### src/rtl/match_ctrl.sv
// Match controller for a two-player paddle game: serve timing, scoring,
// point flash and game-over handling, all paced by a game-rate tick.
module match_ctrl #(
  parameter int unsigned WIN_SCORE   = 9,
  parameter int unsigned SERVE_TICKS = 1500,
  parameter int unsigned FLASH_TICKS = 750
) (
  input  logic       clk,
  input  logic       reset,
  input  logic       tick,
  input  logic       start,
  input  logic       out_left,
  input  logic       out_right,
  output logic       serve,
  output logic       serve_dir,
  output logic [3:0] score_p1,
  output logic [3:0] score_p2,
  output logic       flash,
  output logic       game_over,
  output logic       winner,
  output logic [2:0] state
);

  localparam int unsigned CNT_W   = 16;
  localparam int unsigned SCORE_W = 4;

  localparam logic [2:0] S_IDLE       = 3'd0;
  localparam logic [2:0] S_SERVE_WAIT = 3'd1;
  localparam logic [2:0] S_PLAY       = 3'd2;
  localparam logic [2:0] S_POINT      = 3'd3;
  localparam logic [2:0] S_OVER       = 3'd4;

  localparam logic [CNT_W-1:0]   SERVE_LOAD = CNT_W'(SERVE_TICKS - 1);
  localparam logic [CNT_W-1:0]   FLASH_LOAD = CNT_W'(FLASH_TICKS - 1);
  localparam logic [SCORE_W-1:0] WIN       = SCORE_W'(WIN_SCORE);

  logic [CNT_W-1:0]   cnt;
  logic               start_q;
  logic               out_left_q;
  logic               out_right_q;

  logic               start_edge;
  logic               left_edge;
  logic               right_edge;

  logic [2:0]         state_d;
  logic [CNT_W-1:0]   cnt_d;
  logic [SCORE_W-1:0] p1_d;
  logic [SCORE_W-1:0] p2_d;
  logic               dir_d;
  logic               winner_d;
  logic               serve_d;

  // Rising-edge detection against last cycle's input levels
  assign start_edge = start & ~start_q;
  assign left_edge  = out_left & ~out_left_q;
  assign right_edge = out_right & ~out_right_q;

  // Next-state and next-output decode
  always_comb begin
    state_d  = state;
    cnt_d    = cnt;
    p1_d     = score_p1;
    p2_d     = score_p2;
    dir_d    = serve_dir;
    winner_d = winner;
    serve_d  = 1'b0;
    case (state)
      S_IDLE: begin
        p1_d = '0;
        p2_d = '0;
        if (start_edge) begin
          cnt_d   = SERVE_LOAD;
          dir_d   = 1'b0;
          state_d = S_SERVE_WAIT;
        end
      end
      S_SERVE_WAIT: begin
        if (tick) begin
          if (cnt == '0) begin
            serve_d = 1'b1;
            state_d = S_PLAY;
          end else begin
            cnt_d = cnt - CNT_W'(1);
          end
        end
      end
      S_PLAY: begin
        if (left_edge && right_edge) begin
          // Simultaneous exits: no score, serve direction kept
          cnt_d   = FLASH_LOAD;
          state_d = S_POINT;
        end else if (left_edge) begin
          p2_d  = score_p2 + SCORE_W'(1);
          dir_d = 1'b0;
          if (p2_d == WIN) begin
            winner_d = 1'b1;
            state_d  = S_OVER;
          end else begin
            cnt_d   = FLASH_LOAD;
            state_d = S_POINT;
          end
        end else if (right_edge) begin
          p1_d  = score_p1 + SCORE_W'(1);
          dir_d = 1'b1;
          if (p1_d == WIN) begin
            winner_d = 1'b0;
            state_d  = S_OVER;
          end else begin
            cnt_d   = FLASH_LOAD;
            state_d = S_POINT;
          end
        end
      end
      S_POINT: begin
        if (tick) begin
          if (cnt == '0) begin
            cnt_d   = SERVE_LOAD;
            state_d = S_SERVE_WAIT;
          end else begin
            cnt_d = cnt - CNT_W'(1);
          end
        end
      end
      S_OVER: begin
        if (start_edge) begin
          p1_d    = '0;
          p2_d    = '0;
          dir_d   = 1'b0;
          cnt_d   = SERVE_LOAD;
          state_d = S_SERVE_WAIT;
        end
      end
      default: begin
        state_d = S_IDLE;
      end
    endcase
  end

  // State, counter, edge history and registered outputs
  always_ff @(posedge clk) begin
    if (reset) begin
      state       <= S_IDLE;
      cnt         <= '0;
      score_p1    <= '0;
      score_p2    <= '0;
      serve       <= 1'b0;
      serve_dir   <= 1'b0;
      flash       <= 1'b0;
      game_over   <= 1'b0;
      winner      <= 1'b0;
      start_q     <= 1'b0;
      out_left_q  <= 1'b0;
      out_right_q <= 1'b0;
    end else begin
      state       <= state_d;
      cnt         <= cnt_d;
      score_p1    <= p1_d;
      score_p2    <= p2_d;
      serve       <= serve_d;
      serve_dir   <= dir_d;
      flash       <= (state_d == S_POINT) || (state_d == S_OVER);
      game_over   <= (state_d == S_OVER);
      winner      <= winner_d;
      start_q     <= start;
      out_left_q  <= out_left;
      out_right_q <= out_right;
    end
  end

endmodule

### config.mk
export PLATFORM = sky130hd
export DESIGN_NAME = match_ctrl
export DESIGN_NICKNAME = d
export VERILOG_FILES = /design/src/rtl/match_ctrl.sv
export SDC_FILE = /design/constraint.sdc
export NUM_CORES = 1
export LEC_CHECK = 0
export CORE_AREA = 2 2 62 64
export DETAILED_ROUTE_END_ITERATION = 6
export DIE_AREA = 0 0 64 66
export GPL_TIMING_DRIVEN = 0
export PLACE_DENSITY = 0.82
export SYNTH_ARGS = -nofsm -noshare
export SYNTH_HDL_FRONTEND = slang
export SYNTH_SLANG_ARGS = --single-unit
### constraint.sdc
create_clock -name clk -period 6.36 [get_ports clk]
set_input_delay 0.636 -clock clk [delete_from_list [all_inputs] [get_ports clk]]
set_output_delay 0.636 -clock clk [all_outputs]
set_load 0.005 [all_outputs]
---- Yosys cells after proc, flatten, opt, wreduce, memory -nomap -nowiden ----
Cells that the tools add are included.
cells by class
  add/subtract/negate cells ............... 3
  equality and inequality tests ........... 22
  muxes and demuxes ....................... 40
  bitwise gates (word level) .............. 9
  reductions and logical operators ........ 16
operators by type and width
  operator               count
  $mux 16                10
  $pmux 16 s4            1
  $mux 3                 10
  $mux 4                 6
  $pmux 4 s3             2
  $logic_not 16->1       1
  $ne 2x2->1 const B     8
  $sub 16x1->16 const B  1
  $ne 4x4->1 const B     3
  $pmux 3 s4             1
  $reduce_and 5->1       2
  $eq 3x2->1 const B     3
  $mux 1                 9
  $add 4x1->4 const B    2
  $eq 4x4->1 const B     2
  $reduce_and 4->1       2
  $reduce_and 8->1       1
  $eq 3x3->1 const B     2
  $not 1->1              6
  $reduce_bool 2->1      3
  $ne 2x1->1 const B     2
  $reduce_bool 4->1      1
  $and 1x1->1            3
  $eq 3x1->1 const B     1
  8 further kinds        8
storage, ports and cells
  register bits after elaboration ......... 35
  input port bits ......................... 6
  output and inout bits ................... 16
  logic and storage cells ................. 102

---- Depth between registers and ports, before layout ----
Gate-level depths: netlist of run 1.
  depth after elaboration ................. 9
  mapped depth ............................ 9
  mapped depth without buffers ............ 8

---- Worst setup path after synthesis of run 1 ----
OpenSTA, ideal clock, no wires.
  path kind ............................... register -> register
  from .................................... register cnt[0]
  to ...................................... register cnt[14]
  setup time .............................. 0.084 ns
  data arrival time ....................... 2.152 ns
  required time ........................... 6.276 ns
  path slack .............................. 4.124 ns
  stages on the path, launching flop included .. 10
  path buffers ............................ 1
  clock period less this slack ............ 2.236 ns
  cells stage by stage .................... dfxtp_1 -> inv_1 -> ha_1 -> nor3b_2 -> and4_1 -> buf_2 -> a31oi_2 -> o211ai_4 -> or4b_1 -> o31ai_2
between the ends
  cells in the longest elaborated chain, start to end .. 4
  elaborated cells between the ends (all ways) .. 9
  those cells by class .................... add/sub (1); eq/ne (1); mux (5); reduce/logical (2)
RTL lines
  what                                               RTL line  source
  from (decl)                                        37        logic [CNT_W-1:0] cnt;
  from (signal assigned)                             157       cnt <= cnt_d;
  $sub 16x1->16 or $logic_not 16->1 (tied branches)  -
  $mux 16, on equally long branches                  117, 80
  $mux 16, on equally long branches                  116, 79
  $pmux 16 s4                                        68        case (state)
Several ways; a longest one is shown, not always the timed one. The select of a mux whose other input is x is not followed.
A chain may end at the register's enable or synchronous reset.

---- Worst setup path in the final report of run 1 ----
  from .................................... register state[2]
  to ...................................... register cnt[4]
between the ends
  cells in the longest elaborated chain, start to end .. 4
  elaborated cells between the ends (all ways) .. 16
  those cells by class .................... eq/ne (11); mux (1); reduce/logical (4)
RTL lines
  what                                                       RTL line  source
  from (decl)                                                21        output logic [2:0] state
  from (signal assigned)                                     156       state <= state_d;
  $eq 3x3->1 or $logic_not 3->1 (tied branches)              68
  $reduce_or 2->1 (no line)                                  -
  $reduce_bool 4->1 (no line) or $ne 2x1->1 (tied branches)  -
  $reduce_and 8->1 (no line)                                 -
Several ways; a longest one is shown, not always the timed one.

==> results_dict.tcl, run 1 <==
set metrics [dict create \
    outcome "finished, final reports clean" \
    critical_path.top_delay_family "simple AND/OR/NAND/NOR gates" \
    worst-path-buf-inv 2 \
    layout_setup_ws_ns 3.62 \
    worst_pin_slew_ns 0.887 \
    synth_top_family_by_area "compound AO/OA/AOI/OAI gates" \
    timing.rr.end "cnt[4]" \
    cts.path.max_buffers 2 \
    regToRegStartpoint "state[2]" \
    max-vdd-ir-drop_mv 0.172 \
    netlist_area_um2 2070 \
    multi_input_area_um2 1260 \
    first_pass_iters 5 \
    finalSetupTns_ns 0 \
    start_util 0.582 \
    critPathMaxStageDelay_ns 0.81 \
    drv_slew 0 \
    synth_nets 264 \
    cts_setup_buffers 0 \
    pre_cts_ws_ns 3.38 \
    ys_ff_latch 35 \
    maxSlewHeadroom 0.404 \
    clock-sinks 35 \
    syn_area_per_cell_um2 8.17 \
    rows 22 \
    areaGrowthSynthToFinish_pct 17.2 \
    fin_crit_sh 0.430 \
    finClkSkew_ns 0.00662 \
    critPathLaunch "state[2]" \
    timing_worst_setup_path_type "reg -> reg" \
    antenna_found_initial 0 \
    finalSetupViolCount 0 \
    hold_class "reg -> reg" \
    yosys_warnings 0 \
    cts.hold.buffers_added 0 \
    critPathLaunchType "register" \
    synth-simple-area-share 0.271 \
    arrival_ns 3.00 \
    power_w 0.000583 \
    cap_violations 0 \
    wl_per_cell_um 15.6 \
    fillers 291 \
    use_met3 0.0494 \
    insertedDiodeCount 0 \
    numCtsBuffers 5 \
    yosysUniqueCellTypes 60 \
    synth_xor_area_frac 0 \
    globalRouteTotalUtil 0.258 \
    ios 22 \
    required_ns 6.62 \
    fmax_mhz 365 \
    fp.dieH_um 66 \
    via_per_inst 6.32 \
    core_um2 3550 \
    postSynthCellCount 253 \
    grt-ovfl-total 0 \
    fin_nets 292 \
    cts-resized-gates 0 \
    io_buffers 21 \
    rsz0062_at_grt "false" \
    h-tree-depth 2 \
    grt_pass1_wl_mm 8.51 \
    grt_max_degree 12 \
    critPathSlowestCell "nor3_1" \
    drt-initial-drc-count 169 \
    use_met2 0.385 \
    ant_nets 0 \
    die_area_um2 4220 \
    cts.clk_slew.worst_paths_ns 0.11 \
    finalHoldViolCount 0 \
    synth-adder-area-share 0.0302 \
    seq_area_um2 701 \
    endpoint_kind "register" \
    cp_max_fo 10 \
    synth_async_sr_flop_share 0 \
    netlist.area_leader.share 0.339 \
    route.detailed.drc 0 \
    wl_mm 5.15 \
    die-width_um 64 \
    routabilityCongestion 0.906 \
    worstSetupEndpoint "cnt[4]" \
    drive_above_1_share 0.103 \
    synth_edf_count 0 \
    cts_tree "done" \
    vias 2085 \
    crit_cells 7 \
    r2r_slack_ns 3.62 \
    reg2regPathDepth 7 \
    hpwl_mm 3.69 \
    cpMostUsedCell "clkbuf_1" \
    yosys-top-cells-area "dfxtp_1 (34%), nor2_1 (6.4%), a21oi_1 (4.1%), o311ai_0 (3.8%), nand2_1 (3.3%)" \
    top_usage_layer "met2" \
    clk_latency_ns 0.35 \
    ys_seq_area_frac 0.339 \
    synth_top_area_cell "dfxtp_1" \
    met1_usage 0.359 \
    p_leak_nw 0.868 \
    mostFrequentLayoutCells "nor2_1 (35), dfxtp_1 (35), clkdlybuf4s50_1 (21)" \
    power_density_nw_per_um2 240 \
    synth_compound_area_frac 0.310 \
    synth_mux_area_frac 0 \
    grt_pass1_vias 1824 \
    fin_crit_ns 2.74 \
    ys.flop_type "dfxtp_1" \
    path_cells "clkbuf_1, nor2_1, nand2_1, nor3_1, clkbuf_1, o311ai_0, o31ai_1" \
    root_buffer "clkbuf_4" \
]
## registers in the layout, indices dropped and copies added, names as in the netlist
signal	count
score_p2	4
start_q	1
out_right_q	1
score_p1	4
winner	1
game_over	1
serve	1
out_left_q	1
flash	1
cnt	16
state	3
serve_dir	1
## worst min-delay path by stage
stage / start / end / cells past startpoint
2_1_floorplan: cnt[12] / cnt[12] / 2
3_5_place_dp: serve_dir / serve_dir / 2
5_1_grt: cnt[9] / cnt[9] / 2
4_1_cts: serve_dir / serve_dir / 2
6_report: serve_dir / serve_dir / 2
3_3_place_gp: serve_dir / serve_dir / 2
## cell type report
cell class	instances	share of cell area
Multi-Input combinational cell	195	0.522
Sequential cell	35	0.289
Timing Repair Buffer	21	0.0867
Tap cell	48	0.0248
Buffer	11	0.0237
Clock buffer	6	0.0212
Inverter	12	0.0186
Clock inverter	2	0.0144
## metrics by stage
step	hold slack, ns	instances	cell area, um2	utilization
6_report	0.500	330	2420	0.683
2_1_floorplan	0.464	253	2070	-
5_1_grt	0.531	330	2420	0.683
3_3_place_gp	0.472	322	2340	0.659
3_5_place_dp	0.480	322	2340	0.659
4_1_cts	0.506	330	2420	0.683
## cells in the mapped netlist, types with 2 or more instances
library cell and count:
dfxtp_1 35, nor2_1 35, nand2_1 18, a21oi_1 17, o21ai_0 13, inv_1 12, o311ai_0 9, nor3_1 8
a31oi_1 7, clkbuf_1 7, nand3_1 7, nor2b_1 7, and2_1 5, ha_1 5, o41ai_1 5, nand2b_1 4
o31ai_1 4, a211oi_1 3, or2_2 3, a22oi_1 2, and3_1 2, and4_1 2, buf_6 2, nand3b_1 2
nor3_2 2, o21bai_1 2, o221ai_1 2
## logic make-up after synthesis
group	after synthesis
simple gates	107
buf+inv	23
compound gates	83
fa+ha+maj	5
flops	35
## power by group
group          internal, W  switching (W)
clock            0.0000929      0.0000800
sequential        0.000234      0.0000147
combinational    0.0000623      0.0000987
## worst min-delay path, stage by stage (launching register included)
cell     delay (ns)
dfxtp_1        0.34
a21oi_1        0.06
nor2_1         0.07
## per-layer routing
layer	vias to the layer above	share of wire
li1	1001	-
met1	972	0.46
met2	104	0.44
met3	8	0.090
met4	0	0.015
met5	-	0
Power figures use the tool's default switching activity.
==> run 2, diff against run 1 <==
- CORE_AREA: 2 2 62 64 -> 2 2 64 66
- DIE_AREA: 0 0 64 66 -> 0 0 66 68
- PLACE_DENSITY: 0.82 -> 0.77
- clock period: 6.36 -> 2.8 ns (I/O delays scaled with it)
==> results_dict.tcl, run 2 (same netlist as run 1, synthesis figures left out) <==
set metrics [dict create \
    clk_latency_ns 0.29 \
    drv_slew 0 \
    p_leak_nw 0.857 \
    power.share.clock 0.268 \
    finalSetupTns_ns 0 \
    critPathLaunch "cnt[0]" \
    rows 23 \
    drive_above_1_share 0.0964 \
    drt-initial-drc-count 159 \
    critPathSlowestCell "nor3b_2" \
    hold_class "reg -> reg" \
    vias 2067 \
    root_buffer "clkbuf_8" \
    critical_path.top_delay_family "compound AO/OA/AOI/OAI gates" \
    timing.rr.end "cnt[11]" \
    fin_worst_hold_slack_ns 0.489 \
    core_um2 3860 \
    insertedDiodeCount 0 \
    first_pass_iters 5 \
    clock-sinks 35 \
    min_to "serve_dir" \
    finClkSkew_ns 0.00532 \
    internal_power_w 0.000840 \
    sequentialPowerShare 0.445 \
    start_util 0.536 \
    die-width_um 66 \
    globalRouteTotalUtil 0.250 \
    placed_area_um2 2340 \
    wl_mm 5.23 \
    hpwl_mm 3.76 \
    finalSetupViolCount 0 \
    worst-path-buf-inv 2 \
    fillers 361 \
    numCtsBuffers 5 \
    endpoint_kind "register" \
    route.detailed.drc 0 \
    fin_cells 330 \
    mostFrequentLayoutCells "nor2_1 (35), dfxtp_1 (35), clkdlybuf4s50_1 (21)" \
    max-vdd-ir-drop_mv 0.254 \
    grt_pass1_wl_mm 8.57 \
    cts.path.max_buffers 2 \
    top_register "cnt" \
    io_buffers 21 \
    h-tree-depth 2 \
    layout_setup_ws_ns 0.258 \
    via_per_inst 6.26 \
    routabilityCongestion 0.890 \
    reg2regPathDepth 9 \
    fmax_mhz 393 \
    regToRegStartpoint "cnt[0]" \
    largest_reg_flops 16 \
    die_area_um2 4490 \
    maxSlewHeadroom 0.407 \
    top_regs "cnt x16, score_p1 x4, score_p2 x4" \
    cts.clk_slew.worst_paths_ns 0.07 \
    areaGrowthSynthToFinish_pct 16.9 \
    place_inst 324 \
    grt-ovfl-total 0 \
    finalHoldViolCount 0 \
    worst_pin_slew_ns 0.882 \
    cp_max_fo 10 \
    swShare 0.338 \
    fin_nets 292 \
    wl_per_cell_um 15.8 \
    critPathMaxStageDelay_ns 0.44 \
    rsz0062_at_grt "false" \
    min_from "serve_dir" \
    antenna_found_initial 0 \
    ios 22 \
    path_cells "inv_1, ha_1, nor3b_2, nand4_1, o22a_4, o21ai_4, clkbuf_1, o311ai_0, o41ai_1" \
    hold_depth 2 \
    cts_tree "done" \
    pre_cts_ws_ns 0.188 \
    outcome "finished, final reports clean" \
    fin_crit_sh 0.908 \
    power_switching_w 0.000429 \
    r2r_slack_ns 0.26 \
    grt_max_degree 11 \
    cts_setup_buffers 0 \
    fin_crit_ns 2.54 \
    comb_power_share 0.286 \
    cap_violations 0 \
    required_ns 2.98 \
    arrival_ns 2.72 \
    grt_pass1_vias 1833 \
    fin_area_um2 2420 \
    fp.dieH_um 68 \
    critPathLaunchType "register" \
    power_density_nw_per_um2 525 \
    ant_nets 0 \
    timing_worst_setup_path_type "reg -> reg" \
]
run 2: changes by cell type in the layout (fill, tap and decap cells not counted):
cell	before	now
bufinv_16	1	0
clkbuf_1	7	8
clkbuf_4	5	0
clkbuf_8	1	5
clkinv_2	1	0
nor3_1	8	7
nor3_2	2	3
run 2: final cells by class:
type | count | area, um2 | area share
buffer | 11 | 57.6 | 0.0238
clock buffer | 6 | 72.6 | 0.0300
multi-input combinational | 195 | 1270 | 0.525
inverter | 12 | 45.0 | 0.0186
tap | 50 | 62.6 | 0.0259
sequential | 35 | 701 | 0.290
timing repair buffer | 21 | 210 | 0.0869
run 2: per-stage QoR:
step | total power [W] | utilization
detailed placement | 0.000930 | 0.607
CTS | 0.00126 | 0.626
finish | 0.00127 | 0.627
global route | 0.00134 | 0.627
global placement | 0.000923 | 0.607
floorplan | 0.000842 | -
run 2: worst max-delay path by stage:
stage	to	cells after the start	slack, ns
after CTS	cnt[11]	7	0.18
final	cnt[11]	9	0.26
after floorplan	cnt[14]	9	0.56
after global routing	cnt[2]	9	0.09
after detailed placement	cnt[11]	7	0.19
after global placement	cnt[2]	7	0.19
run 2: layer usage:
metal	vias up	track usage	wire length, um	share of wire
met4	0	0.107	93	0.018
met3	11	0.0526	316	0.060
met1	982	0.341	2510	0.48
met2	74	0.384	2310	0.44
li1	1000	-	-	-
met5	-	0	0	0
run 2: power groups by stage:
| stage | combinational (W) | sequential [W] | clock [W] |
|---|---|---|---|
| 3_3_place_gp | 0.000349 | 0.000575 | 0 |
| 3_5_place_dp | 0.000354 | 0.000576 | 0 |
| 2_1_floorplan | 0.000273 | 0.000569 | 0 |
| 5_1_grt | 0.000403 | 0.000569 | 0.000364 |
| 4_1_cts | 0.000356 | 0.000565 | 0.000344 |
| 6_report | 0.000363 | 0.000565 | 0.000341 |
run 2: what timing repair did:
| item | 4_1_cts | 5_1_grt |
|---|---|---|
| hold buffers | 0 | 0 |
| gates resized for setup | 0 | 1 |
| setup endpoints to repair | 0 | 9 |
| endpoints found under the hold margin | 0 | 0 |
run 2: tightest hold or removal path, stage by stage, from the launching register on:
cell	delay [ns]
dfxtp_1	0.33
a21oi_1	0.06
nor2_1	0.07
